===== src/rtl/multi_byte_add_ctrl_pkg.sv =====
// Shared definitions for the byte-serial adder sequencer.
//   state_t : 2-bit FSM encoding (ST_IDLE, ST_ADD, ST_DONE)
//   BYTE_W  : width of the shared adder slice
package multi_byte_add_ctrl_pkg;

  localparam int BYTE_W = 8;

  typedef enum logic [1:0] {
    ST_IDLE = 2'd0,
    ST_ADD  = 2'd1,
    ST_DONE = 2'd2
  } state_t;

endpackage


===== src/rtl/multi_byte_add_ctrl_cla.sv =====
// Carry_Look_Ahead_Adder_8bit: purely combinational 8-bit carry look-ahead adder.
// Ports:
//   a, b : 8-bit addends
//   c0   : carry-in
//   s    : 8-bit sum
//   c8   : carry-out of bit 7
module Carry_Look_Ahead_Adder_8bit (
  input  logic [7:0] a,
  input  logic [7:0] b,
  input  logic       c0,
  output logic [7:0] s,
  output logic       c8
);

  logic [7:0] g;
  logic [7:0] p;
  logic [8:0] c;

  assign g = a & b;
  assign p = a ^ b;

  // Each carry is built as a flat sum of products of generate/propagate
  // terms and c0, so no carry depends on a lower carry signal.
  always_comb begin
    logic acc;
    logic prop;
    c    = '0;
    c[0] = c0;
    for (int i = 0; i < 8; i++) begin
      acc  = g[i];
      prop = p[i];
      for (int j = i - 1; j >= 0; j--) begin
        acc  = acc | (prop & g[j]);
        prop = prop & p[j];
      end
      c[i+1] = acc | (prop & c0);
    end
  end

  assign s  = p ^ c[7:0];
  assign c8 = c[8];

endmodule


===== src/rtl/multi_byte_add_ctrl.sv =====
// multi_byte_add_ctrl: adds NBYTES-wide operands one byte per cycle, LSB first,
// through a single shared 8-bit carry look-ahead adder. The carry is registered
// between bytes.
// Ports:
//   clk, rst     : clock (rising edge), asynchronous active-high reset
//   start        : request, honoured only in IDLE or DONE
//   a, b, cin    : operands and carry-in, captured when start is accepted
//   sub          : (only with SUBTRACT_EN) 1 = compute a-b, cin ignored
//   busy         : high while bytes are being summed
//   done         : one-cycle pulse, sum/cout valid
//   sum, cout    : result, held until the next accepted start
// Configuration macro: SUBTRACT_EN adds the sub port and subtraction mode.
module multi_byte_add_ctrl
  import multi_byte_add_ctrl_pkg::*;
#(
  parameter int NBYTES = 4
) (
  input  logic                     clk,
  input  logic                     rst,
  input  logic                     start,
  input  logic [BYTE_W*NBYTES-1:0] a,
  input  logic [BYTE_W*NBYTES-1:0] b,
  input  logic                     cin,
`ifdef SUBTRACT_EN
  input  logic                     sub,
`endif
  output logic                     busy,
  output logic                     done,
  output logic [BYTE_W*NBYTES-1:0] sum,
  output logic                     cout
);

  localparam int W    = BYTE_W * NBYTES;
  localparam int IDXW = (NBYTES > 1) ? $clog2(NBYTES) : 1;

  state_t            state;
  state_t            next_state;
  logic [IDXW-1:0]   idx;
  logic              carry;
  logic [W-1:0]      a_r;
  logic [W-1:0]      b_r;
  logic              accept;
  logic              last_byte;
  logic              sub_mode;
  logic [BYTE_W-1:0] a_byte;
  logic [BYTE_W-1:0] b_byte;
  logic [BYTE_W-1:0] byte_sum;
  logic              byte_carry;

`ifdef SUBTRACT_EN
  assign sub_mode = sub;
`else
  assign sub_mode = 1'b0;
`endif

  assign last_byte = (idx == IDXW'(NBYTES - 1));
  assign a_byte    = a_r[BYTE_W*idx +: BYTE_W];
  assign b_byte    = b_r[BYTE_W*idx +: BYTE_W];

  Carry_Look_Ahead_Adder_8bit u_cla (
    .a  (a_byte),
    .b  (b_byte),
    .c0 (carry),
    .s  (byte_sum),
    .c8 (byte_carry)
  );

  // State register.
  always_ff @(posedge clk or posedge rst) begin
    if (rst) begin
      state <= ST_IDLE;
    end else begin
      state <= next_state;
    end
  end

  // Next-state and status decode. A start in DONE chains straight into the
  // next add, which is what gives one result per NBYTES+1 cycles.
  always_comb begin
    next_state = state;
    accept     = 1'b0;
    busy       = 1'b0;
    done       = 1'b0;
    case (state)
      ST_IDLE: begin
        accept = start;
        if (start) next_state = ST_ADD;
      end
      ST_ADD: begin
        busy = 1'b1;
        if (last_byte) next_state = ST_DONE;
      end
      ST_DONE: begin
        done   = 1'b1;
        accept = start;
        next_state = start ? ST_ADD : ST_IDLE;
      end
      default: next_state = ST_IDLE;
    endcase
  end

  // Operand capture and byte-serial accumulation. Subtraction stores ~b and
  // seeds the carry with 1, giving a + ~b + 1 = a - b. idx saturates on the
  // last byte so it never wraps.
  always_ff @(posedge clk or posedge rst) begin
    if (rst) begin
      idx   <= '0;
      carry <= 1'b0;
      a_r   <= '0;
      b_r   <= '0;
      sum   <= '0;
      cout  <= 1'b0;
    end else if (accept) begin
      idx   <= '0;
      a_r   <= a;
      b_r   <= sub_mode ? ~b : b;
      carry <= sub_mode ? 1'b1 : cin;
      sum   <= '0;
      cout  <= 1'b0;
    end else if (state == ST_ADD) begin
      sum[BYTE_W*idx +: BYTE_W] <= byte_sum;
      carry <= byte_carry;
      if (last_byte) begin
        cout <= byte_carry;
      end else begin
        idx <= idx + IDXW'(1);
      end
    end
  end

endmodule


===== config.mk =====
export PLATFORM = sky130hd
export DESIGN_NAME = multi_byte_add_ctrl
export DESIGN_NICKNAME = d
export VERILOG_FILES = /design/src/rtl/multi_byte_add_ctrl_pkg.sv /design/src/rtl/multi_byte_add_ctrl_cla.sv /design/src/rtl/multi_byte_add_ctrl.sv
export SDC_FILE = /design/constraint.sdc
export NUM_CORES = 1
export LEC_CHECK = 0
export ABC_AREA = 0
export CORE_ASPECT_RATIO = 1.1
export CORE_MARGIN = 2
export CORE_UTILIZATION = 50
export DETAILED_ROUTE_END_ITERATION = 12
export GPL_ROUTABILITY_DRIVEN = 0
export HOLD_SLACK_MARGIN = 0.15
export PLACE_DENSITY = 0.78
export SLEW_MARGIN = 20
export SYNTH_ARGS = -nofsm -noshare
export SYNTH_HDL_FRONTEND = slang
export SYNTH_SLANG_ARGS = --single-unit

===== constraint.sdc =====
create_clock -name clk -period 4.2 [get_ports clk]
set_input_delay 0.63 -clock clk [delete_from_list [all_inputs] [get_ports clk]]
set_output_delay 0.63 -clock clk [all_outputs]
set_load 0.02 [all_outputs]

# Word level (Yosys, flattened, before mapping)
# Cells that the tools add are included.
classes:
  addsub: 2
  n_reduce_logical: 7
  bitwise_logic: 103
  n_eq_ne: 6
  muxes: 18
  shift: 4
op_table:
  columns: ["operator", "n"]
  rows:
  - ["$and 1x1->1", 64]
  - ["$mux 32", 2]
  - ["$shiftx 32x6->8", 2]
  - ["$or 1x1->1", 36]
  - ["$neg 5->34", 1]
  - ["$shift 8x34->32 const A", 1]
  - ["$shiftx 8x34->32", 1]
  - ["$bwmux 32", 1]
  - ["$xor 8x8->8", 2]
  - ["$mux 2", 5]
  - ["$mux 1", 9]
  - ["$and 8x8->8", 1]
  - ["$ne 2x2->1 const B", 3]
  - ["$pmux 2 s3", 1]
  - ["$reduce_and 2->1", 3]
  - ["$eq 2x2->1 const B", 2]
  - ["$reduce_bool 2->1", 2]
  - ["$add 2x1->2 const B", 1]
  - ["$eq 2x1->1 const B", 1]
  - ["$logic_not 2->1", 1]
  - ["$reduce_or 2->1", 1]
totals:
  in_bits: 68
  output_inout_bits: 35
  regBits: 102

# Longest topological paths before layout
logic_depth:
  depth_word: 15
  depth_mapped: 9
  depth_no_buf: 7

# Hierarchy
# A second synthesis with hierarchy kept.
unflattened:
  hier_cells: 307
  area_unflattened_um2: 4636.9
modules_own_cells:
  columns: ["module", "seq_area_each_um2", "area_each_um2", "n_inst", "cells_per_inst"]
  rows:
  - ["multi_byte_add_ctrl", 2552.4, 4304.1, 1, 266]
  - ["Carry_Look_Ahead_Adder_8bit", 0.0, 332.8, 1, 41]

# Worst setup path after synthesis
# Ideal clock, no wire load.
synth_timing:
  path_kind: "register to register"
  startpoint: "reg idx[0]"
  endpoint: "reg sum[15]"
  path_slack_ps: 1330
  required_time_ps: 4079
  arrival_ps: 2748
  path_stages_with_launch: 10
  n_path_buf: 2
  path_cell_list: "dfrtp_1 > buf_2 > buf_4 > mux4_2 > ha_1 > nand2_1 > or3_4 > a31oi_4 > a31oi_4 > a22o_2"
synth_via:
  elab_chain_len: 15
  elab_cells_between_ends: 88
  classes_between: "add/sub (1); shift (4); mux (3); bitwise (80)"
synth_lines:
  columns: ["item", "line_no", "rtl"]
  rows:
  - ["from (decl)", "multi_byte_add_ctrl.sv:38", "logic [IDXW-1:0] idx;"]
  - ["from (signal assigned)", "multi_byte_add_ctrl.sv:126", "idx <= idx + IDXW'(1);"]
  - ["$shiftx 32x6->8 (on tied branches)", "multi_byte_add_ctrl.sv:57, multi_byte_add_ctrl.sv:58", null]
  - ["$xor 8x8->8 or $and 8x8->8 (tied branches)", "multi_byte_add_ctrl_cla.sv:20, multi_byte_add_ctrl_cla.sv:19", null]
  - ["$and 1x1->1 (on tied branches)", "multi_byte_add_ctrl_cla.sv:33, multi_byte_add_ctrl_cla.sv:34", null]
  - ["$or 1x1->1 (tied with other cells) (5 in series)", "multi_byte_add_ctrl_cla.sv:33", "acc = acc | (prop & g[j]);"]
  - ["$or 1x1->1 or $and 1x1->1 (tied branches)", "multi_byte_add_ctrl_cla.sv:33, multi_byte_add_ctrl_cla.sv:36", null]
  - ["$or 1x1->1", "multi_byte_add_ctrl_cla.sv:36", "c[i+1] = acc | (prop & c0);"]
  - ["$xor 8x8->8", "multi_byte_add_ctrl_cla.sv:40", "assign s = p ^ c[7:0];"]
  - ["$shiftx 8x34->32", "multi_byte_add_ctrl.sv:121", "sum[BYTE_W*idx +: BYTE_W] <= byte_sum;"]
  - ["$bwmux 32 (*)", "multi_byte_add_ctrl.sv:121", null]
  - ["$mux 32 (*)", "multi_byte_add_ctrl.sv:120", "end else if (state == ST_ADD) begin"]
  - ["$mux 32 (*)", "multi_byte_add_ctrl.sv:113", "end else if (accept) begin"]
  - ["to (signal, indexed assignment)", "multi_byte_add_ctrl.sv:121", null]
  - ["to (decl)", "multi_byte_add_ctrl.sv:29", "output logic [BYTE_W*NBYTES-1:0] sum,"]
# Mark *: on every way between the ends. The rest lies on a longest branch, timed or not. The select of a mux whose other input is x is not followed.
# A chain may end at the register's enable or synchronous reset.

# Worst setup path in the final report
layout_timing:
  startpoint: "reg idx[1]"
  endpoint: "reg sum[30]"
# Same word-level chain as after synthesis.

==> summary.md <==
| Metric | Value |
|---|---|
| Status | complete, no violations |
| Final hold violation count | 0 |
| Setup violations, final | 0 |
| Area grow syn2layout | 29.4% |
| Fill cell total of the finished layout | 651 |
| CTS tree | built |
| Antenna viol nets, final | 0 |
| Number of global-route vias before repair | slightly above 3000 |
| WL/cell | between 15 and 20 um |
| CTS max path bufs | 2 |
| DP Wirelength | just over 7 mm |
| Resize count post-CTS | 0 |
| Power Dens Cells | 888 mW/mm2 |
| Top_reg_cell synth | dfrtp_1 |
| Post-synth top cells | dfrtp_1 (102), mux2_2 (64), a22o_1 (28) |
| Final net count | between 400 and 500 |
| Slowest cell delay on critical path | between 0.9 and 1 ns |
| Critical-path cell list | mux4_2 -> ha_1 -> o21ai_0 -> nor3_1 -> nor3_1 -> xnor2_1 -> a22o_1 |
| Clk sinks | between 100 and 150 |
| Die width | between 90 and 100 um |
| # diodes | 0 |
| First-pass GRT wire length | 15.7 mm |
| Port bufs | 102 |
| Worst-Margin Slew | 0.910 ns |
| Post-Layout Cell Count | around 530 |
| Crit-path max FO | 21 |
| Initial antenna violation count | 0 |
| Period Utilization, post-route | 0.732 |
| Total Power | approximately 5.3 mW |
| I/O pins | slightly above 100 |
| Pre-Repair DR Iteration Count | 4 |
| Inserted Clock Buffers | 9 |
| Seq/Total Area, Yosys | 0.552 |
| Clock latency at the later pin of the worst-skew pair | about 0.37 ns |
| GRT Overall Usage | 0.207 |
| FP Rows | 36 |
| Setup CP Type | flip-flop to flip-flop |
| Utilization after layout | 0.671 |
| Lkg Pwr | 2.51 nW |
| Placed insts | a little over 500 |
| HP Class | flip-flop to flip-flop |
| Largest net degree at the start of global routing | between 60 and 70 |
| Data required time at the worst endpoint | 4.46 ns |
| MaxCap Viol Count | 0 |
| Worst relative slew slack | 0.393 |
| Share of cells above drive strength 1 | 0.269 |
| Peak VDD IR | just under 400 uV |
| Die Ht | 105 um |
| CTS Hold Bufs | 0 |
| WL final | 9.58 mm |
| Storage element area | 0.00255 mm2 |
| Warnings, synthesis | 0 |
| Share of the synthesized area in the top cell type | 0.552 |
| Die area | ~0.01 mm2 |
| Grt ovf | 0 |
| Most common cell in the netlist | dfrtp_1 |
| RSZ-0062 raised after global routing | false |
| CP most frequent cell | nor3_1 |
| Clock skew | 0.0100 ns |
| Mapped Avg Cell Area | 14.9 um2 |
| Min Tclk post-route | 3.07 ns |
| Area leader, netlist | dfrtp_1 |
| Worst-path clk slew | 0.09 ns |
| Number of synthesized flops with an enable pin | 0 |
| Setup crit end kind | flip-flop |
| Final setup TNS | 0 ns |
| Clock Tree Root | clkbuf_8 |
| Via count | approximately 3000 |
| Slowest stage cell, crit path | dfrtp_1 |
| Yosys reg bits | slightly above 100 |
| Startpoint types | flip-flop |
| Syn Inst Count | 310 |
| H-tree depth | 3 |
| Post-synth cell types | 36 |
| Post-CTS setup buffers | 0 |
| Area of the multi-input gates | between 0.0015 and 0.002 mm2 |
| Worst path arrival time | roughly 3.3 ns |
| Top area cells in the synthesized netlist | dfrtp_1 (55%), mux2_2 (16%), mux4_2 (7.8%), a22o_1 (5.3%), ha_1 (4.1%) |
| DR vias/cell | ~5.7 |
| Fmax | between 0.3 and 0.4 GHz |
| Initial Util | 0.518 |
| Syn Nets | about 390 |
| Number of remaining DRC errors | 0 |
| Synthesized cell area | 0.00462 mm2 |
| DRT iter0 DRCs | 96 |
| Core Region | 0.00892 mm2 |
| Asr flop ratio synth | 1.00 |
| Final Max Tran Viols | 0 |
## cell type report
type                    count  share of cell area
multi-input cells         187               0.332
well taps                 114              0.0238
flip-flops and latches    102               0.427
inverters                   5             0.00356
repair buffers            107               0.177
clock inverters             6              0.0159
clock buffers              10              0.0213
## placed cells by master (no fill, tap or decap), types with 3 or more instances in the layout
cell type / netlist / layout
clkdlybuf4s50_1: 0 / 102
a22o_1: 28 / 28
clkbuf_8: 0 / 9
inv_1: 4 / 3
a211oi_1: 4 / 4
clkinv_4: 0 / 3
buf_4: 1 / 5
mux4_2: 16 / 16
dfrtp_1: 102 / 102
o21ai_0: 4 / 4
a22o_2: 4 / 4
xnor2_1: 4 / 4
nand2_1: 5 / 5
mux2_2: 64 / 64
nor2_1: 7 / 7
and4_1: 3 / 3
ha_1: 15 / 15
a21oi_1: 10 / 10
## state kept, by name (all words and copies together), names as in the netlist
| name | flops |
|---|---|
| a_r | 32 |
| b_r | 32 |
| carry | 1 |
| cout | 1 |
| idx | 2 |
| state | 2 |
| sum | 32 |
## layer usage
| metal | global-route usage | routed length [um] |
|---|---|---|
| met4 | 0.0745 | 117 |
| met1 | 0.283 | 4180 |
| met3 | 0.0346 | 535 |
| met5 | 0 | 0 |
| met2 | 0.333 | 4750 |
## report_power, final
group          internal, mW  switching (mW)  total, mW
sequential             1.43           0.274       1.70
clock                 0.341           0.338      0.679
combinational          1.40            1.53       2.93
total                  3.17            2.14       5.31
## final timing paths
check	start	to	slack, ns	depth (start not counted)
min	a_r[31]	a_r[31]	0.51	1
max in group asynchronous	rst	sum[11]	2.68	3
min reg2reg	a_r[31]	a_r[31]	0.51	1
min in group asynchronous	rst	a_r[28]	0.76	2
max	idx[1]	sum[30]	1.13	7
max reg2reg	idx[1]	sum[30]	1.13	7
## worst max-delay path, delay by kind of cell (launching register included)
family | cells | cell delay, ns
compound gates | 2 | 0.54
xor+xnor | 1 | 0.15
fa+ha+maj | 1 | 0.33
flops | 1 | 0.95
mux | 1 | 0.61
simple gates | 2 | 0.39
## cells by family (layout without fill, tap and decap cells)
group,after synthesis,count (layout),synth area share
XOR/XNOR,6,6,0.0114
AO/OA/AOI/OAI,57,57,0.103
multiplexers,80,80,0.234
AND/OR/NAND/NOR,28,28,0.0341
buffers and inverters,21,128,0.0200
adder cells (fa/ha/maj),16,16,0.0449
flip-flops,102,102,0.552
## metrics by stage
stage | setup slack, ns | hold WS [ns] | cell area (um2)
after floorplan | 0.895 | 0.475 | 4620
final | 1.13 | 0.508 | 5980
after CTS | 1.06 | 0.512 | 5980
after global placement | 1.17 | 0.485 | 5760
after global routing | 0.833 | 0.523 | 5980
after detailed placement | 1.08 | 0.491 | 5760
Note: power is estimated with default switching activity, not from simulation.
